===== config.mk =====
export PLATFORM = sky130hd
export DESIGN_NAME = pulse_period_meter
export DESIGN_NICKNAME = d
export VERILOG_FILES = /design/src/rtl/pulse_meter_pkg.sv /design/src/rtl/edge_detect.sv /design/src/rtl/pulse_period_meter.sv
export SDC_FILE = /design/constraint.sdc
export NUM_CORES = 1
export LEC_CHECK = 0
export CORE_MARGIN = 1
export CORE_UTILIZATION = 57
export CTS_BUF_LIST = sky130_fd_sc_hd__clkbuf_4
export CTS_CLUSTER_DIAMETER = 80
export DETAILED_ROUTE_END_ITERATION = 10
export HOLD_SLACK_MARGIN = 0.12
export PLACE_DENSITY = 0.88
export SLEW_MARGIN = 25
export SYNTH_ARGS = -nofsm -noshare
export SYNTH_HDL_FRONTEND = slang
export SYNTH_SLANG_ARGS = --single-unit
export TNS_END_PERCENT = 30

===== constraint.sdc =====
create_clock -name clk -period 2.9 [get_ports clk]
set_input_delay 0.29 -clock clk [delete_from_list [all_inputs] [get_ports clk]]
set_output_delay 0.29 -clock clk [all_outputs]
set_load 0.01 [all_outputs]

===== src/rtl/pulse_meter_pkg.sv =====
// Shared types and defaults for the pulse period meter.
// Holds the FSM state encoding and default parameter values.
package pulse_meter_pkg;

  localparam int DEF_WIDTH   = 16;
  localparam int DEF_TIMEOUT = 1000;

  typedef enum logic [1:0] {
    S_IDLE    = 2'd0,
    S_ARMED   = 2'd1,
    S_MEASURE = 2'd2
  } meter_state_t;

endpackage


===== src/rtl/edge_detect.sv =====
// Rising-edge detector on a clk-synchronous level.
// rise is high for the single cycle where in goes 0 -> 1.
module edge_detect (
  input  logic clk,
  input  logic rst,
  input  logic in,
  output logic rise
);

  logic prev;

  always_ff @(posedge clk) begin
    if (!rst) begin
      prev <= 1'b0;
    end else begin
      prev <= in;
    end
  end

  assign rise = in & ~prev;

endmodule


===== src/rtl/pulse_period_meter.sv =====
// Measures clk cycles between successive pulse rising edges and
// hands each result to a consumer over a valid/ready pair.
module pulse_period_meter
  import pulse_meter_pkg::*;
#(
  parameter int WIDTH   = DEF_WIDTH,
  parameter int TIMEOUT = DEF_TIMEOUT
) (
  input  logic             clk,
  input  logic             rst,
  input  logic             en,
  input  logic             pulse,
  output logic [WIDTH-1:0] period,
  output logic             period_valid,
  input  logic             period_ready,
  output logic             timeout,
  output logic             overrun
);

  localparam logic [WIDTH-1:0] LIMIT = WIDTH'(TIMEOUT);
  localparam logic [WIDTH-1:0] ONE   = WIDTH'(1);

  meter_state_t     state;
  logic [WIDTH-1:0] count;
  logic             rise;
  logic             hit;
  logic             emit;
  logic             take;
  logic             load;
  logic             drop;
  logic             clear;

  edge_detect u_edge (
    .clk  (clk),
    .rst  (rst),
    .in   (pulse),
    .rise (rise)
  );

  assign hit  = (count == LIMIT);
  assign emit = en && rise && (state == S_MEASURE);
  assign take = period_valid && period_ready;
  assign load = emit && (!period_valid || period_ready);
  assign drop = emit && period_valid && !period_ready;
  assign clear = take && !emit;

  // An edge always wins over a coincident timeout.
  always_ff @(posedge clk) begin
    if (!rst) begin
      state   <= S_IDLE;
      count   <= '0;
      timeout <= 1'b0;
    end else if (!en) begin
      state   <= S_IDLE;
      count   <= '0;
      timeout <= 1'b0;
    end else begin
      unique case (state)
        S_IDLE: begin
          state <= S_ARMED;
          count <= '0;
        end
        S_ARMED: begin
          if (rise) begin
            state   <= S_MEASURE;
            count   <= ONE;
            timeout <= 1'b0;
          end else if (hit) begin
            count   <= '0;
            timeout <= 1'b1;
          end else begin
            count <= count + ONE;
          end
        end
        S_MEASURE: begin
          if (rise) begin
            count   <= ONE;
            timeout <= 1'b0;
          end else if (hit) begin
            state   <= S_ARMED;
            count   <= '0;
            timeout <= 1'b1;
          end else begin
            count <= count + ONE;
          end
        end
        default: begin
          state <= S_IDLE;
          count <= '0;
        end
      endcase
    end
  end

  always_ff @(posedge clk) begin
    if (!rst) begin
      period       <= '0;
      period_valid <= 1'b0;
      overrun      <= 1'b0;
    end else begin
      unique case (1'b1)
        load: begin
          period       <= count;
          period_valid <= 1'b1;
        end
        drop: begin
          overrun <= 1'b1;
        end
        clear: begin
          period_valid <= 1'b0;
        end
        default: begin
        end
      endcase
    end
  end

endmodule


==> summary.md <==
| Metric | Value |
|---|---|
| Status | finished, final reports clean |
| TNS Setup | 0 ns |
| Final Cycle Share | 65.6% |
| Nature of the critical path startpoint | primary input |
| Commonest non-fill, non-tap cell in the layout | dfxtp_1 |
| Synthesized area | 0.00169 sq mm |
| Grt met2 use | 34.7% |
| Final hold viol count | 0 |
| Crit end category | flop |
| GP Congestion | 0.840 |
| 1st-pass router iterations | 4 |
| VDD IR max | 0.000480 V |
| Die area | 0.00318 sq mm |
| # hold bufs at CTS | 0 |
| GRT Overall Usage | 23.0% |
| Row cnt | 19 |
| Clk sinks | 38 |
| Met1 usage | 29.6% |
| Core area | 0.00278 sq mm |
| Gr ovfl total | 0 |
| Min Tclk post-route | 1.90 ns |
| CTS tree | built |
| Clk buf depth | 2 |
| Ports | 24 |
| Fmax | 526 MHz |
| Root Buffer | clkbuf_4 |
| Grt met3 use | 8.29% |
| Vias | 1347 |
| WS Path Type | primary input to flop |
| Total CTS buffers | 5 |
| Routed Antenna Nets | 0 |
| Gr busiest metal | met2 |
| Clk Latency, worst-skew pair | 0.35 ns |
| N_diodes | 0 |
| Post-CTS resize count | 0 |
| Mean Syn Cell Area | 8.83 sq um |
| Final worst setup slack | 0.997 ns |
| Final nets | 223 |
| Fin. max-slew vios | 0 |
| Starting DRC count in detailed routing | 20 |
| Clock-pin slew on the worst setup and hold paths | 0.12 ns |
| P per Cell Area | 501 mW/mm^2 |
| YS warnings | 0 |
| Netlist cell types | 32 |
| DIE WIDTH | 56.4 microns |
| HPWL after DPL | 2410 microns |
| Slew margin rel. | 57.1% |
| Lkg Pwr | 0.685 nW |
| Post-CTS Setup Repair Bufs | 0 |
| Port Buffers | 23 |
| Unrepaired setup endpoints after global routing | no |
| Worst hold path type | flop to flop |
| Share of cells above drive strength 1 | 5.63% |
| Vias in the first global route | 1271 |
| Area Overhead vs Synth | 17.8% |
| Syn Inst Count | 191 |
| Yosys reg bits | 38 |
| Part of the Yosys area used for sequential elements | 45.1% |
| Post-Place Cell Area | 0.00191 sq mm |
| Crit path arrival time | 2.17 ns |
| Largest net degree at the start of global routing | 22 |
| Wire length per cell | 13.6 microns |
| Max-cap check violation count | 0 |
| Critical path required time | 3.17 ns |
| Clock skew | 0.0102 ns |
| Final WL | 3330 microns |
| Vias per cell | 5.52 |
| Initial antenna violation count | 0 |
| First-pass GRT wire length | 5600 microns |
| Setup-failing EPs final | 0 |
| Chip height | 56.4 microns |
| DRC | 0 |
| Design area | 0.00199 sq mm |
| Commonest non-fill, non-tap cells in the layout | dfxtp_1, nand2_1, clkdlybuf4s50_1, nor2_1 |
| Setup slack at placement | 0.661 ns |
| Slew @ Worst Pin | 0.642 ns |
| H-tree lvl count | 2 |
| Initial Util | 60.6% |
| Mapped Nets | 202 |
| CP Max Fanout | 21 |
-- cell families after synthesis --
family	Yosys count	share of synthesized area, %
compound gates	27	11.1
mux	1	0.668
flops	38	45.1
buf+inv	15	4.30
xor+xnor	14	7.27
fa+ha+maj	6	4.45
simple gates	90	27.1
-- layout make-up --
cell class              instances  area [sq um]
clock buffers                   5          37.5
clock inverters                 3          40.0
fillers                       203           795
inverters                       5          18.8
multi-input cells             138           853
flip-flops and latches         38           761
well taps                      31          38.8
repair buffers                 24           238
-- synth_stat cells (all sizes together) --
library cell	number	share of area, %
nor2	17	3.8
and3	3	1.1
and4b	1	0.59
a21oi	4	1.2
a211oi	2	0.89
clkbuf	5	1.3
a21boi	17	7.6
o211ai	1	0.45
nor4	1	0.74
nor3	2	0.59
nand2	35	7.8
o21a	1	0.45
and2	5	1.9
xnor2	1	0.52
mux2	1	0.67
buf	5	1.9
nand4b	1	0.52
inv	5	1.1
nand4	9	3.7
nand3	4	1.2
nand2b	3	1.1
or3	1	0.37
and4	5	2.6
xor2	13	6.8
nor2b	3	1.1
o21ai	2	0.59
dfxtp	38	45
ha	6	4.5
-- worst max-delay path: stages --
cell,delay [ns]
clkdlybuf4s50_1,0.82
and2_1,0.26
nand4_1,0.53
nor2_1,0.27
-- where the power goes --
group | total (W) | switching (W) | internal [W]
Clock | 0.000357 | 0.000179 | 0.000179
Combinational | 0.0000932 | 0.0000521 | 0.0000411
Sequential | 0.000546 | 0.0000126 | 0.000533
-- through the flow --
| step | hold slack, ns | total power, W | cells | utilization (%) |
|---|---|---|---|---|
| after floorplan | 0.412 | 0.000628 | 191 | - |
| after global placement | 0.443 | 0.000644 | 236 | 68.6 |
| after detailed placement | 0.452 | 0.000650 | 236 | 68.6 |
| after CTS | 0.469 | 0.000999 | 244 | 71.4 |
| after global routing | 0.497 | 0.00104 | 244 | 71.4 |
| final | 0.463 | 0.000996 | 244 | 71.4 |
-- layer usage --
metal / wire length [microns] / vias up
met5: 0 / -
met4: 55 / 0
met3: 177 / 8
met2: 1510 / 26
met1: 1580 / 625
li1: - / 688
-- final timing paths --
kind | slack, ns | cells after the start | startpoint | endpoint
setup / recovery | 1.0 | 4 | rst | count[13]
hold / removal | 0.46 | 2 | period[14] | period[14]
setup reg to reg | 1.02 | 6 | count[0] | count[13]
hold reg to reg | 0.46 | 2 | period[14] | period[14]
-- state kept, by name, summed over array words and instances, names as in the netlist --
name,flops
count,16
overrun,1
period,16
period_valid,1
state,2
timeout,1
u_edge.prev,1
(Power assumes the default switching activity.)
